### config.mk
export PLATFORM = sky130hd
export DESIGN_NAME = i2s_receiver
export DESIGN_NICKNAME = d
export VERILOG_FILES = /design/src/rtl/i2s_pkg.sv /design/src/rtl/i2s_input_sync.sv /design/src/rtl/i2s_receiver.sv
export SDC_FILE = /design/constraint.sdc
export NUM_CORES = 1
export LEC_CHECK = 0
export CAP_MARGIN = 25
export CELL_PAD_IN_SITES_DETAIL_PLACEMENT = 0
export CELL_PAD_IN_SITES_GLOBAL_PLACEMENT = 1
export CORE_MARGIN = 2
export CORE_UTILIZATION = 38
export CTS_CLUSTER_DIAMETER = 60
export CTS_CLUSTER_SIZE = 28
export DETAILED_ROUTE_END_ITERATION = 10
export PLACE_DENSITY_LB_ADDON = 0.1
export SETUP_SLACK_MARGIN = 0.2
export SLEW_MARGIN = 5
export SYNTH_ARGS = -nofsm -noshare
export SYNTH_HDL_FRONTEND = slang
export SYNTH_HIERARCHICAL = 1
export SYNTH_SLANG_ARGS = --single-unit
export TNS_END_PERCENT = 100
### constraint.sdc
create_clock -name clk -period 1.9 [get_ports clk]
set_input_delay 0.38 -clock clk [delete_from_list [all_inputs] [get_ports clk]]
set_output_delay 0.38 -clock clk [all_outputs]
set_load 0.01 [all_outputs]
### src/rtl/i2s_pkg.sv
// Shared I2S definitions: receiver state encoding, default frame geometry
// and channel encoding common to the I2S sender and receiver.
package i2s_pkg;

    localparam int unsigned I2S_DATA_WIDTH = 24;
    localparam int unsigned I2S_SLOT_WIDTH = 32;

    localparam logic LEFT  = 1'b0;
    localparam logic RIGHT = 1'b1;

    typedef enum logic [1:0] {
        SYNC,
        SKIP,
        SHIFT,
        PAD
    } i2s_state_t;

endpackage

### src/rtl/i2s_input_sync.sv
// Brings bclk/lrclk/sdata into the clk domain through 2-FF synchronisers and
// flags bclk rises; lrclk/sdata come out aligned to the same stage as the rise.
module i2s_input_sync (
    input  logic i_clk,
    input  logic i_rst,
    input  logic i_bclk,
    input  logic i_lrclk,
    input  logic i_sdata,
    output logic o_rise,
    output logic o_lrclk,
    output logic o_sdata
);

    logic r_bclk_meta, r_bclk_sync, r_bclk_dly;
    logic r_lr_meta, r_lr_sync;
    logic r_sd_meta, r_sd_sync;

    always_ff @(posedge i_clk) begin
        if (i_rst) begin
            r_bclk_meta <= 1'b0;
            r_bclk_sync <= 1'b0;
            r_bclk_dly  <= 1'b0;
            r_lr_meta   <= 1'b0;
            r_lr_sync   <= 1'b0;
            r_sd_meta   <= 1'b0;
            r_sd_sync   <= 1'b0;
        end else begin
            r_bclk_meta <= i_bclk;
            r_bclk_sync <= r_bclk_meta;
            r_bclk_dly  <= r_bclk_sync;
            r_lr_meta   <= i_lrclk;
            r_lr_sync   <= r_lr_meta;
            r_sd_meta   <= i_sdata;
            r_sd_sync   <= r_sd_meta;
        end
    end

    assign o_rise  = r_bclk_sync && !r_bclk_dly;
    assign o_lrclk = r_lr_sync;
    assign o_sdata = r_sd_sync;

endmodule

### src/rtl/i2s_receiver.sv
// I2S receiver: deserialises MSB-first, one-bit-delayed I2S slots into
// left/right pairs on a valid/ready port, with framing/overflow/link-loss flags.
module i2s_receiver
    import i2s_pkg::*;
#(
    parameter int unsigned DATA_WIDTH     = I2S_DATA_WIDTH,
    parameter int unsigned SLOT_WIDTH     = I2S_SLOT_WIDTH,
    parameter int unsigned TIMEOUT_CYCLES = 64
) (
    input  logic                  clk,
    input  logic                  rst,
    input  logic                  bclk,
    input  logic                  lrclk,
    input  logic                  sdata,
    output logic [DATA_WIDTH-1:0] out_left,
    output logic [DATA_WIDTH-1:0] out_right,
    output logic                  out_valid,
    input  logic                  out_ready,
    output logic                  frame_err,
    output logic                  overflow,
    output logic                  link_lost
);

    localparam int unsigned CNT_W = $clog2(SLOT_WIDTH + 1);
    localparam int unsigned TO_W  = $clog2(TIMEOUT_CYCLES + 1);

    logic w_rise, w_lrclk, w_sdata;

    i2s_input_sync u_sync (
        .i_clk   (clk),
        .i_rst   (rst),
        .i_bclk  (bclk),
        .i_lrclk (lrclk),
        .i_sdata (sdata),
        .o_rise  (w_rise),
        .o_lrclk (w_lrclk),
        .o_sdata (w_sdata)
    );

    i2s_state_t            r_state, w_state_nxt;
    logic                  r_chan, w_chan_nxt;
    logic                  r_lr_prev;
    logic [DATA_WIDTH-2:0] r_shift;
    logic [CNT_W-1:0]      r_cnt;
    logic [DATA_WIDTH-1:0] r_left_hold, r_right_hold;
    logic                  r_have_left, r_pair;
    logic [DATA_WIDTH-1:0] r_out_left, r_out_right;
    logic                  r_out_valid, r_frame_err, r_overflow;
    logic [TO_W-1:0]       r_tcnt;
    logic                  r_link_lost;

    logic                  w_lr_edge, w_timeout_hit;
    logic                  w_cnt_clr, w_shift_en, w_word_done, w_frame_err, w_drop;
    logic [DATA_WIDTH-1:0] w_word;

    assign w_lr_edge     = w_rise && (w_lrclk != r_lr_prev);
    assign w_timeout_hit = !w_rise && (r_tcnt == TO_W'(TIMEOUT_CYCLES - 1));
    assign w_word        = {r_shift, w_sdata};

    always_ff @(posedge clk) begin
        if (rst) begin
            r_state <= SYNC;
            r_chan  <= LEFT;
        end else begin
            r_state <= w_state_nxt;
            r_chan  <= w_chan_nxt;
        end
    end

    always_comb begin
        w_state_nxt = r_state;
        w_chan_nxt  = r_chan;
        w_cnt_clr   = 1'b0;
        w_shift_en  = 1'b0;
        w_word_done = 1'b0;
        w_frame_err = 1'b0;
        w_drop      = 1'b0;
        if (w_timeout_hit) begin
            w_state_nxt = SYNC;
            w_drop      = 1'b1;
        end else begin
            case (r_state)
                SYNC: begin
                    if (w_lr_edge) begin
                        w_state_nxt = SKIP;
                        w_chan_nxt  = w_lrclk;
                    end
                end
                // The rise that exposed the lrclk edge carries the delay bit;
                // SKIP drops it and hands over before the next rise arrives.
                SKIP: begin
                    w_state_nxt = SHIFT;
                    w_cnt_clr   = 1'b1;
                end
                SHIFT: begin
                    if (w_lr_edge) begin
                        w_frame_err = 1'b1;
                        w_drop      = 1'b1;
                        w_state_nxt = SKIP;
                        w_chan_nxt  = w_lrclk;
                    end else if (w_rise) begin
                        w_shift_en = 1'b1;
                        if (r_cnt == CNT_W'(DATA_WIDTH - 1)) begin
                            w_word_done = 1'b1;
                            w_state_nxt = PAD;
                        end
                    end
                end
                PAD: begin
                    if (w_lr_edge) begin
                        w_state_nxt = SKIP;
                        w_chan_nxt  = w_lrclk;
                    end
                end
                default: w_state_nxt = SYNC;
            endcase
        end
    end

    always_ff @(posedge clk) begin
        if (rst) begin
            r_lr_prev    <= 1'b0;
            r_shift      <= '0;
            r_cnt        <= '0;
            r_left_hold  <= '0;
            r_right_hold <= '0;
            r_have_left  <= 1'b0;
            r_pair       <= 1'b0;
            r_out_left   <= '0;
            r_out_right  <= '0;
            r_out_valid  <= 1'b0;
            r_frame_err  <= 1'b0;
            r_overflow   <= 1'b0;
            r_tcnt       <= '0;
            r_link_lost  <= 1'b0;
        end else begin
            if (w_rise) begin
                r_lr_prev <= w_lrclk;
            end

            if (w_cnt_clr || w_drop) begin
                r_shift <= '0;
                r_cnt   <= '0;
            end else if (w_shift_en) begin
                r_shift <= w_word[DATA_WIDTH-2:0];
                r_cnt   <= r_cnt + CNT_W'(1);
            end

            r_pair <= 1'b0;
            if (w_drop) begin
                r_have_left <= 1'b0;
            end
            if (w_word_done) begin
                if (r_chan == LEFT) begin
                    r_left_hold <= w_word;
                    r_have_left <= 1'b1;
                end else if (r_have_left) begin
                    r_right_hold <= w_word;
                    r_pair       <= 1'b1;
                    r_have_left  <= 1'b0;
                end
            end

            // A pending pair loads whenever the slot is free or being drained now.
            if (r_pair && (!r_out_valid || out_ready)) begin
                r_out_left  <= r_left_hold;
                r_out_right <= r_right_hold;
                r_out_valid <= 1'b1;
            end else begin
                if (r_out_valid && out_ready) begin
                    r_out_valid <= 1'b0;
                end
                if (r_pair) begin
                    r_overflow <= 1'b1;
                end
            end

            r_frame_err <= w_frame_err;

            if (w_rise) begin
                r_tcnt      <= '0;
                r_link_lost <= 1'b0;
            end else if (r_tcnt != TO_W'(TIMEOUT_CYCLES)) begin
                r_tcnt <= r_tcnt + TO_W'(1);
                if (w_timeout_hit) begin
                    r_link_lost <= 1'b1;
                end
            end
        end
    end

    assign out_left  = r_out_left;
    assign out_right = r_out_right;
    assign out_valid = r_out_valid;
    assign frame_err = r_frame_err;
    assign overflow  = r_overflow;
    assign link_lost = r_link_lost;

endmodule
==> reports/results.tsv <==
stage	metric	value	unit
detailed_routing	via density per instance	5.038	
cells_and_area	fin util	50.38	%
logic_synthesis	synthesized instance count	663	
setup_path	WP data arrival	2.04	ns
timing	Max Clock Freq	564.1	MHz
floorplanning	die area	0.01553	mm2
clock_network	htree depth	4	
global_route	layer with the highest usage	met2	
floorplanning	die height	124.6	um
timing	Hold Vio Cnt, Final	0	
placement	DP HPWL	8.063	mm
logic_synthesis	top-area cell type share of the netlist area	53.95	%
detailed_routing	drc violations	0	
clock_network	Worst-Skew Late Latency	0.42	ns
setup_path	critical path class	reg -> reg	
hold_path	min-delay worst type	in -> reg	
setup_path	CP endpoint kind	register	
logic_synthesis	Netlist cell types	39	
setup_path	required time worst endpoint	2.17	ns
setup_path	slowest stage delay, CP	0.56	ns
floorplanning	Site Rows	44	
placement	IO buf count	57	
floorplanning	Std-Cell Core Area	0.01437	mm2
clock_network	CTS tree	yes	
logic_synthesis	dominant cell type by area after synthesis	dfxtp_1	
global_route	initial antenna violation count	0	
logic_synthesis	post-synthesis register bit count	149	
global_route	met2 Resource Use GR	27.13	%
cells_and_area	post-layout net count	732	
global_route	largest net degree at the start of global routing	65	
logic_synthesis	sequential-to-total area share from yosys stat	53.95	%
timing	worst slew pin tran	0.6626	ns
timing	clk_skew	0.005754	ns
global_route	global-route wire length before repair	21.14	mm
logic_synthesis	Mean Syn Cell Area	8.339	um2
global_route	Tot GR Track Use	16.59	%
detailed_routing	DR iter-0 viols	231	
cells_and_area	fraction of layout cells with a size suffix above 1	12.16	%
setup_path	crit path cell chain	ha_4, nand4b_4, or4_4, buf_12, o21ai_0, a21oi_1	
floorplanning	DIE WIDTH	124.6	um
detailed_routing	Initial DRT Pass Iterations	5	
logic_synthesis	Syn Nets	675	
global_route	number of global-route vias before repair	4388	
timing	Setup TNS Final	0	ns
logic_synthesis	Synth area leaders	dfxtp_1 (54%), a21oi_1 (11%), nand2_1 (10%)	
logic_synthesis	Synth Warn #	6	
clock_network	Clock Path Buffers	2	
timing	Final Critical Period	1.773	ns
clock_network	total CTS buffers	17	
timing	Rel. slew slack	55.82	%
setup_path	Buf+Inv Stages, Crit Path	1	
setup_path	Top delay family on crit path	simple AND/OR/NAND/NOR gates	
cells_and_area	Layout area overhead	30.93	%
hold_path	Hold Path Cell Cnt	2	
setup_path	slowest CP cell	or4_4	
timing	final setup fails	0	
clock_network	clk slew on worst S/H paths	0.06	ns
logic_synthesis	Post-Syn Area	0.005529	mm2
floorplanning	starting density of the core	38.48	%
detailed_routing	per-cell routed wire length	13.99	um
timing	Slew Viols, Final	0	
floorplanning	I/O pin cnt	58	
setup_path	Crit Path Max Fanout	49	
detailed_routing	total wire length	12.82	mm
placement	Final GP Congestion	0.7417	
setup_path	Worst Reg-to-Reg Cells	6	
power_and_ir_drop	maximum VDD drop	797.0	uV
clock_network	clk sinks	149	
detailed_routing	Vias	4615	
setup_path	CP Depth	6	
job	MaxCap Viol Count	0	
global_route	GR Layer Usage met1	20.80	%
detailed_routing	ANT nets after route	0	
timing	final cycle utilization of the critical path	93.31	%
global_route	Remaining Overflow, GRT	0	
power_and_ir_drop	power per cell area	959.7	mW/mm2
status	status	finished, final reports clean	
clock_network	Root Buffer	clkbuf_16	
power_and_ir_drop	P_leak	3.040	nW
setup_path	CP Launch Type	register	
timing	RSZ-0062 raised after global routing	true	
timing	worst hold slack	0.2022	ns
global_route	met3 Usage GRT	4.725	%
cells_and_area	number of diodes	0	
[repair_timing]
action | 4_1_cts | 5_1_grt
pin swaps | 2 | 8
resized for setup | 13 | 68
gates cloned | 2 | 1
hold buffers | 0 | 0
setup endpoints to repair | 53 | 115
setup buffers | 4 | 3
[final timing paths]
path / start / slack, ns / end
hold reg to reg: u_sync/r_lr_meta$_SDFF_PP0_ / 0.44 / u_sync/o_lrclk$_SDFF_PP0_
setup / recovery: r_cnt[0]$_SDFFE_PP0P_ / 0.13 / r_right_hold[13]$_SDFFE_PP0P_
setup reg to reg: r_cnt[0]$_SDFFE_PP0P_ / 0.13 / r_right_hold[13]$_SDFFE_PP0P_
hold / removal: rst / 0.20 / u_sync/r_bclk_meta$_SDFF_PP0_
[metal layers]
layer	wire, um	vias to the layer above
met1	5915	2182
li1	-	2353
met2	6263	61
met5	0	-
met3	427	19
met4	213	0
[report_power, final]
group	switching, W	total, W	internal, W	leakage, nW
clock network	0.00124	0.00333	0.00209	0.287
logic	0.000255	0.000427	0.000172	1.55
registers	0.0000276	0.00319	0.00316	1.20
[state kept, by name, indices dropped and copies added, names as in the netlist, 2 cells and up]
register      count
out_left         24
out_right        24
r_cnt             6
r_left_hold      24
r_right_hold     24
r_shift          23
r_state           2
r_tcnt            7
[layout by cell type (no fill, tap or decap), types with 18 or more instances in the layout]
master and count:
nand2_1 149, dfxtp_1 145, a21oi_1 122, nand3_1 51
dlymetal6s2s_1 35, o21ai_1 28, o21ai_0 19, clkdlybuf4s50_1 19
buf_4 19, clkbuf_16 18
[worst register-to-register path: stages, from the launching register on]
cell	delay, ns
dfxtp_2	0.35
ha_4	0.16
nand4b_4	0.11
or4_4	0.56
buf_12	0.21
o21ai_0	0.17
a21oi_1	0.08
[cells in the mapped netlist (all sizes together)]
master,count
nor4b,2
dfxtp,149
nor2b,10
nand3,54
nand2b,1
and2,1
nand4b,1
nor4,3
mux2i,2
ha,6
o21a,4
a211oi,1
clkbuf,35
a21oi,123
nand3b,2
clkinv,1
nor3,11
a31o,1
or4,1
nor2,18
xor2,3
or3b,2
o2bb2ai,1
o21ai,48
o41ai,1
inv,7
or2,1
xnor2,8
buf,16
nand2,150
[logic make-up after synthesis]
family,share of synthesized area [%]
buffers and inverters,4.707
xor gates and xnor gates,1.878
muxes,0.3621
AOI/OAI and AO/OA,16.84
adders and majority gates,1.358
and+or+nand+nor,20.91
DFF,53.95
[through the flow]
stage,std cells,setup slack [ns],power (W),cell area (um2)
5_1_grt,916,0.05561,0.007217,7239
3_5_place_dp,875,-0.02539,0.003630,6355
3_3_place_gp,875,0.03398,0.003621,6355
6_report,916,0.1271,0.006948,7239
2_1_floorplan,663,0.1488,0.003517,5544
4_1_cts,912,0.1018,0.007010,7043
[final cells by class]
| cell class | count | area, um2 |
|---|---|---|
| Multi-Input combinational cell | 455 | 2364 |
| Fill cell | 1370 | 7129 |
| Timing Repair Buffer | 89 | 1032 |
| Inverter | 8 | 30.03 |
| Sequential cell | 149 | 2988 |
| Clock inverter | 8 | 97.59 |
| Tap cell | 184 | 230.2 |
| Clock buffer | 23 | 498.0 |
Power figures use the tool's default switching activity.
